$ cat src/rtl/sym_shift_buffer.sv
// Multi-channel show-ahead symbol shift buffer: each channel loads a word of DEPTH symbols
// and pops them LSB-first. Optional sticky per-channel error flags are built with SYM_SHIFT_ERR_EN.
module sym_shift_buffer #(
    parameter int CHANNELS = 4,
    parameter int SYM_W    = 3,
    parameter int DEPTH    = 6,
    localparam int CNT_W   = $clog2(DEPTH + 1),
    localparam int WORD_W  = DEPTH * SYM_W
) (
    input  logic                         clk,
    input  logic                         rst,
    input  logic [CHANNELS-1:0]          load_valid,
    output logic [CHANNELS-1:0]          load_ready,
    input  logic [CHANNELS*WORD_W-1:0]   load_data,
    input  logic [CHANNELS*CNT_W-1:0]    load_count,
    input  logic [CHANNELS-1:0]          pop,
    output logic [CHANNELS-1:0]          sym_valid,
    output logic [CHANNELS*SYM_W-1:0]    sym_data,
    output logic [CHANNELS*WORD_W-1:0]   buf_snapshot,
    output logic [CHANNELS*CNT_W-1:0]    level
`ifdef SYM_SHIFT_ERR_EN
    ,
    output logic [CHANNELS-1:0]          err
`endif
);

    localparam logic [CNT_W-1:0] DEPTH_C = CNT_W'(DEPTH);
    localparam logic [CNT_W-1:0] ONE_C   = CNT_W'(1);

    for (genvar c = 0; c < CHANNELS; c++) begin : g_ch
        logic [WORD_W-1:0] buf_q;
        logic [CNT_W-1:0]  level_q;
        logic [WORD_W-1:0] data_in;
        logic [WORD_W-1:0] data_masked;
        logic [CNT_W-1:0]  cnt_in;
        logic [CNT_W-1:0]  cnt_clamped;
        logic              ready;
        logic              do_load;
        logic              do_pop;

        assign data_in = load_data[c*WORD_W +: WORD_W];
        assign cnt_in  = load_count[c*CNT_W +: CNT_W];

        // Ready also when the last symbol leaves this cycle, so a refill can overlap the final pop.
        always_comb begin
            ready = (level_q == '0) || ((level_q == ONE_C) && pop[c]);
        end

        always_comb begin
            cnt_clamped = (cnt_in > DEPTH_C) ? DEPTH_C : cnt_in;
        end

        always_comb begin
            data_masked = '0;
            for (int unsigned s = 0; s < DEPTH; s++) begin
                if (CNT_W'(s) < cnt_clamped) begin
                    data_masked[s*SYM_W +: SYM_W] = data_in[s*SYM_W +: SYM_W];
                end
            end
        end

        // A zero-count load completes the handshake but leaves state alone; a concurrent pop still applies.
        always_comb begin
            do_load = load_valid[c] && ready && (cnt_in != '0);
            do_pop  = pop[c] && (level_q != '0);
        end

        always_ff @(posedge clk) begin
            if (rst) begin
                buf_q   <= '0;
                level_q <= '0;
            end else if (do_load) begin
                buf_q   <= data_masked;
                level_q <= cnt_clamped;
            end else if (do_pop) begin
                buf_q   <= {{SYM_W{1'b0}}, buf_q[WORD_W-1:SYM_W]};
                level_q <= level_q - ONE_C;
            end
        end

        assign load_ready[c]                        = ready;
        assign sym_valid[c]                         = (level_q != '0);
        assign sym_data[c*SYM_W +: SYM_W]           = buf_q[SYM_W-1:0];
        assign buf_snapshot[c*WORD_W +: WORD_W]     = buf_q;
        assign level[c*CNT_W +: CNT_W]              = level_q;

`ifdef SYM_SHIFT_ERR_EN
        logic err_q;

        always_ff @(posedge clk) begin
            if (rst) begin
                err_q <= 1'b0;
            end else if ((pop[c] && (level_q == '0)) || (load_valid[c] && !ready)) begin
                err_q <= 1'b1;
            end
        end

        assign err[c] = err_q;
`endif
    end

endmodule

$ cat config.mk
export PLATFORM = sky130hd
export DESIGN_NAME = sym_shift_buffer
export DESIGN_NICKNAME = d
export VERILOG_FILES = /design/src/rtl/sym_shift_buffer.sv
export SDC_FILE = /design/constraint.sdc
export NUM_CORES = 1
export LEC_CHECK = 0
export CELL_PAD_IN_SITES_DETAIL_PLACEMENT = 1
export CELL_PAD_IN_SITES_GLOBAL_PLACEMENT = 2
export CORE_MARGIN = 4
export CORE_UTILIZATION = 28
export CTS_CLUSTER_DIAMETER = 80
export DETAILED_ROUTE_END_ITERATION = 8
export DONT_BUFFER_PORTS = 1
export MAX_ROUTING_LAYER = met4
export PLACE_DENSITY = 0.64
export SYNTH_ARGS = -nofsm -noshare
export SYNTH_HDL_FRONTEND = slang
export SYNTH_SLANG_ARGS = --single-unit
$ cat constraint.sdc
create_clock -name clk -period 5.1 [get_ports clk]
set_clock_uncertainty 0.05 [all_clocks]
set_input_delay 0.51 -clock clk [delete_from_list [all_inputs] [get_ports clk]]
set_output_delay 0.51 -clock clk [all_outputs]
set_load 0.02 [all_outputs]
==> flow_summary.yaml <==
clocking:
  cts_num_sinks: 84
  clk_pin_slew_ns: 0.06
  htreeDepth: 3
  cts_tree: "built"
  cts-hold-fix-buffers: 0
  cts_setup_buffers: 0
  cts_inserted_buffers: 9
  clock-root-buffer: "clkbuf_16"
  clk_latency_ns: 0.34
  cts_buffer_depth: 2
  ctsResizeCount: 0
setup_path:
  worstPathArrival_ns: 2.82
  start_kind: "flip-flop"
  crit_family: "compound AO/OA/AOI/OAI gates"
  crit_slowest_cell: "or3b_1"
  slowest_delay_ns: 0.71
  crit_chain: "inv_1, ha_1, a21oi_1, or3b_1, o21ai_0, a221oi_1"
  crit_type: "flip-flop to flip-flop"
  worstPathRequired_ns: 5.29
  critPathBufInv: 1
  endpoint_kind: "flip-flop"
  cp_max_fo: 23
timing:
  slew_viol_final: 0
  hold_ws_ns: 0.1905
  totalNegativeSetupSlack_ns: 0
  hold_viol_final: 0
  finalCritPeriodShare_pct: 51.59
  slew_headroom_pct: 32.86
  min_period_ns: 2.631
  tightest_slew_ns: 1.002
  setup_viol: 0
  grt_setup_unrepaired: "no"
  fmax_mhz: 380.0
synthesis:
  synth-main-ff-cell: "dfxtp_1"
  synth.avg_cell_area_sq_um: 8.018
  synthCells: 558
  yosysSeqAreaShare_pct: 37.58
  syn_nets: 664
  synth.top_cell.area_share_pct: 37.58
  synth_area_leaders: "dfxtp_1, nand2_1, o21ai_0"
  synth_edf_count: 0
  synthArstFlopShare_pct: 0
  yosysWarningCount: 0
  yosys.cell_count.top_type: "dfxtp_1"
  syn-cell-area_sq_um: 4474
  synth_seq_cells: 84
  synth_cell_type_count: 39
  yosysTopAreaCell: "dfxtp_1"
  ys_top_cells_by_count: "dfxtp_1, nand2_1, o21ai_0"
global_routing:
  first_global_vias: 4150
  grt_overflow: 0
  grt_pass1_wl_mm: 23.30
  antenna_found_initial: 0
  grt_usage_pct: 16.53
  grt_max_degree: 80
routing:
  ant_nets: 0
  drc: 0
  via_per_inst: 5.559
  finalWirelength_mm: 14.69
  wl_per_cell_um: 20.17
  route.top_layer_used: "met4"
  met1_length_mm: 6.443
  num_vias: 4047
  dr.pass1.iters: 4
  wl_met3_mm: 1.252
  drt_iter0_drc: 165
  met2_length_mm: 6.757
floorplan:
  die_area_sq_um: 18070
  rows: 45
  coreArea_sq_um: 15430
  initial_core_util_pct: 29.00
  io_pins: 198
  fp.dieW_um: 134.4
  die_y_um: 134.4
outcome:
  outcome: "finished, final reports clean"
pwr:
  p_per_area_nw_per_um2: 583.8
  p_leak_uw: 0.001666
  ir_worst_vdd_uv: 189.3
placement:
  place.gp.congestion: 0.8013
  io_buffers: 0
  dpl.hpwl_mm: 10.91
cells_and_area:
  drive_gt1_share_pct: 3.868
  num-nets-final: 619
  fillers: 1881
  syn_to_final_growth_pct: 5.201
  final_util_pct: 30.51
  insertedDiodeCount: 0
flow_run:
  drv_cap: 0
hold_path:
  hp-class: "input pin to flip-flop"
## through the flow
step	instance area (sq um)	power [uW]	setup WS, ns	std cells
2_1_floorplan	4474	1972	3.098	558
3_3_place_gp	4403	2065	2.597	713
3_5_place_dp	4403	2092	2.471	713
4_1_cts	4707	2788	2.459	728
5_1_grt	4707	2941	2.197	728
6_report	4707	2748	2.469	728
## cells in the final DEF, fill, tap and decap left out, types with 8 or more instances in the layout
cell type	n
a211oi_1	13
a21boi_0	23
a21oi_1	39
a22o_1	12
a311oi_1	17
and3_1	24
clkbuf_16	9
dfxtp_1	84
ha_1	12
inv_1	8
mux2i_1	9
nand2_1	80
nand2b_1	10
nand3_1	19
nor2_1	35
nor3_1	22
o21ai_0	45
## worst register-to-register path, cell delays in order (launching register included)
cell      delay (ns)
dfxtp_1         0.47
inv_1           0.14
ha_1            0.25
a21oi_1         0.38
or3b_1          0.71
o21ai_0         0.22
a221oi_1        0.31
## power by group
group / switching, uW / internal, uW
logic: 601 / 275
registers: 383 / 806
clock network: 265 / 418
## path summary, 6_finish.rpt
path | depth (start not counted) | endpoint | start | slack, ns
worst max register to register | 6 | g_ch[3].buf_q[3]$_SDFFE_PP0P_ | g_ch[3].level_q[0]$_SDFFE_PP0P_ | 2.47
worst min-delay path | 1 | g_ch[2].buf_q[1]$_SDFFE_PP0P_ | rst | 0.19
worst min register to register | 2 | g_ch[3].buf_q[0]$_SDFFE_PP0P_ | g_ch[3].buf_q[3]$_SDFFE_PP0P_ | 0.54
worst max-delay path | 6 | g_ch[3].buf_q[3]$_SDFFE_PP0P_ | g_ch[3].level_q[0]$_SDFFE_PP0P_ | 2.47
## layout make-up
| cell class | instances | area [sq um] | area share (%) |
|---|---|---|---|
| clock inverters | 1 | 30.03 | 0.6380 |
| clock buffers | 14 | 274.0 | 5.821 |
| well taps | 211 | 264.0 | 5.609 |
| multi-input cells | 410 | 2427 | 51.57 |
| flip-flops and latches | 84 | 1682 | 35.73 |
| inverters | 8 | 30.03 | 0.6380 |
## cells by family (layout without fill, tap and decap cells)
logic type,count (synthesis),count (layout),synth area share (%)
simple gates,221,221,23.99
compound gates,168,168,24.89
flops,84,84,37.58
fa+ha+maj,12,12,3.356
mux,9,9,2.014
buf+inv,64,23,8.166
## metal layers
layer  up-vias  GRT usage [%]
li1       1914              -
met1      1981          20.21
met2       135          25.08
met3        17          6.264
met4         0          5.600
met5         -              -
## flip-flops by register name (all words and copies together) (netlist names)
| register | flops |
|---|---|
| g_ch.buf_q | 72 |
| g_ch.level_q | 12 |
Power figures use the tool's default switching activity.
==> patch 1 (same flow settings) <==
Build with the macro `SYM_SHIFT_ERR_EN` defined.
--- a/src/rtl/sym_shift_buffer.sv
+++ b/src/rtl/sym_shift_buffer.sv
@@ -1,5 +1,7 @@
 // Multi-channel show-ahead symbol shift buffer: each channel loads a word of DEPTH symbols
 // and pops them LSB-first. Optional sticky per-channel error flags are built with SYM_SHIFT_ERR_EN.
+`define SYM_SHIFT_ERR_EN
+
 module sym_shift_buffer #(
     parameter int CHANNELS = 4,
     parameter int SYM_W    = 3,
Function (old outputs only; new: err): kept (equiv_simple and equiv_induct, registers matched by name and starting in step).
==> patch 1 against the original RTL <==
  * Total power grew 23%
  * Sequential cell count is 4 higher
  * Combinational power increased by 42%
  * Routed wire length rose by 5.9%
  * Final area increased by 3.4%
  * Synthesized area increased by 3.9%
  * Largest power group unchanged
  * Setup slack lost 200 ps
  * Cell count up 4.1%
  * Sequential power rose by 22%
  * Worst hold slack better by 10 ps
==> patch 1: results (changes against the original RTL) <==
[routing]
via_count=4146  ; +2.4%
number_of_iterations_in_the_first_detailed_routing_pass=4  ; unchanged
drtIter0Drc=152  ; -7.9%
route.final.wire_length_mm=15.6  ; +5.9%

[global_route]
overall_routing_resource_usage_pct=16.7  ; +0.21 points
antenna_found_initial=0  ; unchanged
grt_first_pass_wirelength_mm=24.3  ; +4.1%
grt_pass1_vias=4324  ; +4.2%
pin_count_of_the_biggest_net_entering_global_routing=86  ; +7.5%

[pwr]
p_leak_nw=1.70  ; +2.1%
irDropWorstVdd_mv=0.189  ; -0.24%

[clock_network]
cts_inserted_buffers=9  ; unchanged
cts_setup_buffers=0  ; unchanged
clk_pin_slew_worst_paths_ps=70

[worst_setup_path]
cp_max_fo=16  ; -30%
crit_path_dat_ps=2970  ; +150 ps
critical-path-top-delay-family=simple AND/OR/NAND/NOR gates
reg2reg_slack_ps=2270  ; -200 ps
crit_path_top_delay_cell=dfxtp_1
worst-setup-path-type=reg -> reg
depth_of_the_worst_register_to_register_path=7  ; +1
cp_slowest_stage_delay_ps=490  ; -220 ps
crit_path_end=g_ch[3].level_q[0]
timing.rr.start=g_ch[3].level_q[0]

[cells_and_area]
layout-drive-gt1-share_pct=5.35  ; +1.5 points
net_total_in_the_final_layout=643  ; +3.9%
largest_registers=g_ch.buf_q x72, g_ch.level_q x12, g_ch.err_q x4

[timing]
relSlewSlack_pct=45.4  ; +13 points

[logic_synthesis]
synth_commonest_cells=dfxtp_1, nand2_1, nor2_1
syn_nets=691  ; +4.1%
netlist_top_cells_area=dfxtp_1, nand2_1, a311oi_1
synthDistinctLibCells=45  ; +15%
sequential_to_total_area_share_from_yosys_stat_pct=37.9  ; +0.32 points

[outcome]
status=finished clean

[place]
hpwlAfterDp_mm=11.4  ; +4.5%
routabilityCongestion=0.772  ; -3.7%
place.port_buffers=0  ; unchanged

[hold_path]
min_from=rst

==> patch 1: changes by cell type after synthesis, sizes merged, moves of 10 or more <==
cell    before  now
buf         36   46
a211oi      13   23
a21o         2   12
nand3       19   37
a21boi      23   10
nor2        35   53
and3        24    9
==> patch 1: final cells by class <==
class,count,area (um^2)
clock buffer,9,225
clock inverter,7,71.3
fill,1903,11200
inverter,16,60.1
multi-input combinational,421,2470
sequential,88,1760
tap,216,270
timing repair buffer,1,7.51
==> patch 1: cells by family (layout without fill, tap and decap cells) <==
| group | count (synthesis) | after routing | synth area share [%] |
|---|---|---|---|
| mux | 3 | 3 | 0.727 |
| compound gates | 176 | 176 | 26.2 |
| simple gates | 230 | 230 | 23.0 |
| fa+ha+maj | 12 | 12 | 3.23 |
| flops | 88 | 88 | 37.9 |
| buf+inv | 76 | 33 | 8.94 |
==> patch 1: where the power goes <==
part,leakage (nW),internal (W),switching [W]
sequential,0.723,0.000906,0.000549
combinational,0.840,0.000397,0.000839
clock,0.138,0.000380,0.000299
total,1.70,0.00168,0.00169
==> patch 1: per-stage QoR <==
step           cells  util, %  setup slack (ps)  instance area, um^2
5_1_grt          758     30.3              2110                 4870
3_3_place_gp     742     28.5              2380                 4570
2_1_floorplan    585        -              3070                 4650
3_5_place_dp     742     28.5              2290                 4570
4_1_cts          758     30.3              2280                 4870
6_report         758     30.3              2270                 4870
==> patch 1: worst min path at each step <==
stage,slack (ps),cells past startpoint,to
final,200,1,g_ch[2].buf_q[0]
after global routing,160,1,g_ch[0].buf_q[9]
after CTS,160,1,g_ch[0].buf_q[9]
after detailed placement,500,2,g_ch[1].err_q
after global placement,490,2,g_ch[1].err_q
after floorplan,380,2,g_ch[1].err_q
==> patch 1: layer usage <==
| layer | track usage [%] | up-vias | wire length [um] |
|---|---|---|---|
| li1 | - | 1991 | - |
| met1 | 19.8 | 2016 | 6670 |
| met2 | 26.9 | 128 | 7410 |
| met3 | 6.36 | 11 | 1320 |
| met4 | 4.27 | 0 | 156 |
| met5 | - | - | 0 |
==> patch 2 (config.mk and constraints unchanged) <==
Made on the original files. Register the output `level` once more, cleared by the reset; this adds one clock of latency there. The other outputs are not delayed to match.
--- a/src/rtl/sym_shift_buffer.sv
+++ b/src/rtl/sym_shift_buffer.sv
@@ -26,6 +26,8 @@
 
     localparam logic [CNT_W-1:0] DEPTH_C = CNT_W'(DEPTH);
     localparam logic [CNT_W-1:0] ONE_C   = CNT_W'(1);
+
+    logic [CHANNELS*CNT_W-1:0] level_d;
 
     for (genvar c = 0; c < CHANNELS; c++) begin : g_ch
         logic [WORD_W-1:0] buf_q;
@@ -82,7 +84,7 @@
         assign sym_valid[c]                         = (level_q != '0);
         assign sym_data[c*SYM_W +: SYM_W]           = buf_q[SYM_W-1:0];
         assign buf_snapshot[c*WORD_W +: WORD_W]     = buf_q;
-        assign level[c*CNT_W +: CNT_W]              = level_q;
+        assign level_d[c*CNT_W +: CNT_W]              = level_q;
 
 `ifdef SYM_SHIFT_ERR_EN
         logic err_q;
@@ -99,5 +101,13 @@
 `endif
     end
 
+    always_ff @(posedge clk) begin
+        if (rst) begin
+            level <= '0;
+        end else begin
+            level <= level_d;
+        end
+    end
+
 endmodule
 
Function: changed (Yosys sat finds a counterexample within 4 cycles, from zero or initial values and one cycle with rst high).
==> patch 2 against the original RTL <==
  * Synthesized area is 8.0% higher
  * Combinational power is 22% higher
  * Routed wire length is 0.85% higher
  * Critical path type unchanged
  * Sequential cell count is 12 higher
  * Critical path depth stayed put
  * Final area is 7.1% higher
  * Largest cell class unchanged
  * Total power is 12% higher
  * Setup slack better by 150 ps
==> patch 2: results (changes against the original RTL) <==
[outcome]
status=finished clean

[cells_and_area]
layout-drive-gt1-share_pct=8.60  ; +4.7 points
layout.cells.non_filler=743  ; +2.1%
largest_registers=g_ch.buf_q x72, g_ch.level_q x12, level x12
num_antenna_cells=0  ; unchanged
net_total_in_the_final_layout=624  ; +0.81%
num-fill-cells=2017  ; +7.2%

[logic_synthesis]
sequential_to_total_area_share_from_yosys_stat_pct=39.8  ; +2.2 points
syn_nets=668  ; +0.60%
synthDistinctLibCells=37  ; -5.1%
netlist_top_cells_area=dfxtp_1, nand2_1, a311oi_2
ys_warn_count=0  ; unchanged
netlist_instances=562  ; +0.72%
synth_commonest_cells=dfxtp_1, nand2_1, nor2_1

[routing]
via_count=4088  ; +1.0%
drtIter0Drc=156  ; -5.5%
route.final.wire_length_mm=14.8  ; +0.85%

[place]
detailedPlace.worstSlack_ps=2640  ; +174 ps
post_place_cells=727  ; +2.0%
hpwlAfterDp_mm=10.8  ; -0.68%
routabilityCongestion=0.744  ; -7.1%
placement.cell_area_um2=4740  ; +7.7%

[global_route]
overall_routing_resource_usage_pct=15.3  ; -1.2 points
pin_count_of_the_biggest_net_entering_global_routing=82  ; +2.5%
grt_first_pass_wirelength_mm=23.7  ; +1.9%
grt_pass1_vias=4329  ; +4.3%

[hold_path]
holdCritPathClass=in -> reg

[worst_setup_path]
cp_max_fo=16  ; -30%
crit_path_dat_ps=2680  ; -140 ps

[pwr]
p_leak_nw=1.74  ; +4.6%
irDropWorstVdd_mv=0.204  ; +7.8%

[clock_network]
clock_path_buffers=2  ; unchanged
htree_num_levels=3  ; unchanged
cts_setup_buffers=0  ; unchanged

[timing]
relSlewSlack_pct=49.5  ; +17 points

patch 2: cell types whose count changed after synthesis, sizes merged, moves of 6 or more:
cell	delta
buf	+6
clkbuf	-6
a21oi	-6
mux2i	+7
and3	-9
nor3	+16
a221oi	-6
a21boi	-8
dfxtp	+12
patch 2: cell type report:
| class | instances | area, um^2 | area share (%) |
|---|---|---|---|
| tap | 220 | 275 | 5.46 |
| inverter | 9 | 33.8 | 0.670 |
| multi-input combinational | 401 | 2500 | 49.7 |
| timing repair buffer | 1 | 7.51 | 0.149 |
| sequential | 96 | 1920 | 38.1 |
| clock inverter | 5 | 56.3 | 1.12 |
| clock buffer | 11 | 243 | 4.82 |
patch 2: final timing paths:
path / from / to / slack, ps / depth (start not counted)
min: rst / g_ch[3].buf_q[1] / 180 / 1
min reg2reg: g_ch[0].level_q[1] / level[1] / 470 / 2
max reg2reg: g_ch[2].level_q[0] / g_ch[2].buf_q[6] / 2620 / 6
max: g_ch[2].level_q[0] / g_ch[2].buf_q[6] / 2620 / 6
patch 2: routing by layer:
metal | vias to the layer above | wire length, um | track usage (%)
li1 | 1924 | - | -
met3 | 15 | 1230 | 5.21
met5 | - | 0 | -
met1 | 1998 | 6550 | 18.6
met2 | 151 | 6790 | 23.6
met4 | 0 | 236 | 5.66
patch 2: cell families after synthesis:
logic type,share of synthesized area [%]
compound gates,22.2
simple gates,22.5
fa+ha+maj,3.11
buf+inv,8.44
mux,4.01
flops,39.8
patch 2: critical path, cell delays in order (launching register included):
cell and delay, ps:
dfxtp_1 360, inv_1 100, ha_1 250, nand2b_1 500, and2_1 540, mux2_2 400, a22o_1 170
patch 2: report_power, final:
part	internal [W]	switching [W]	leakage, nW
sequential	0.000932	0.000381	0.785
combinational	0.000350	0.000724	0.813
clock	0.000393	0.000305	0.145
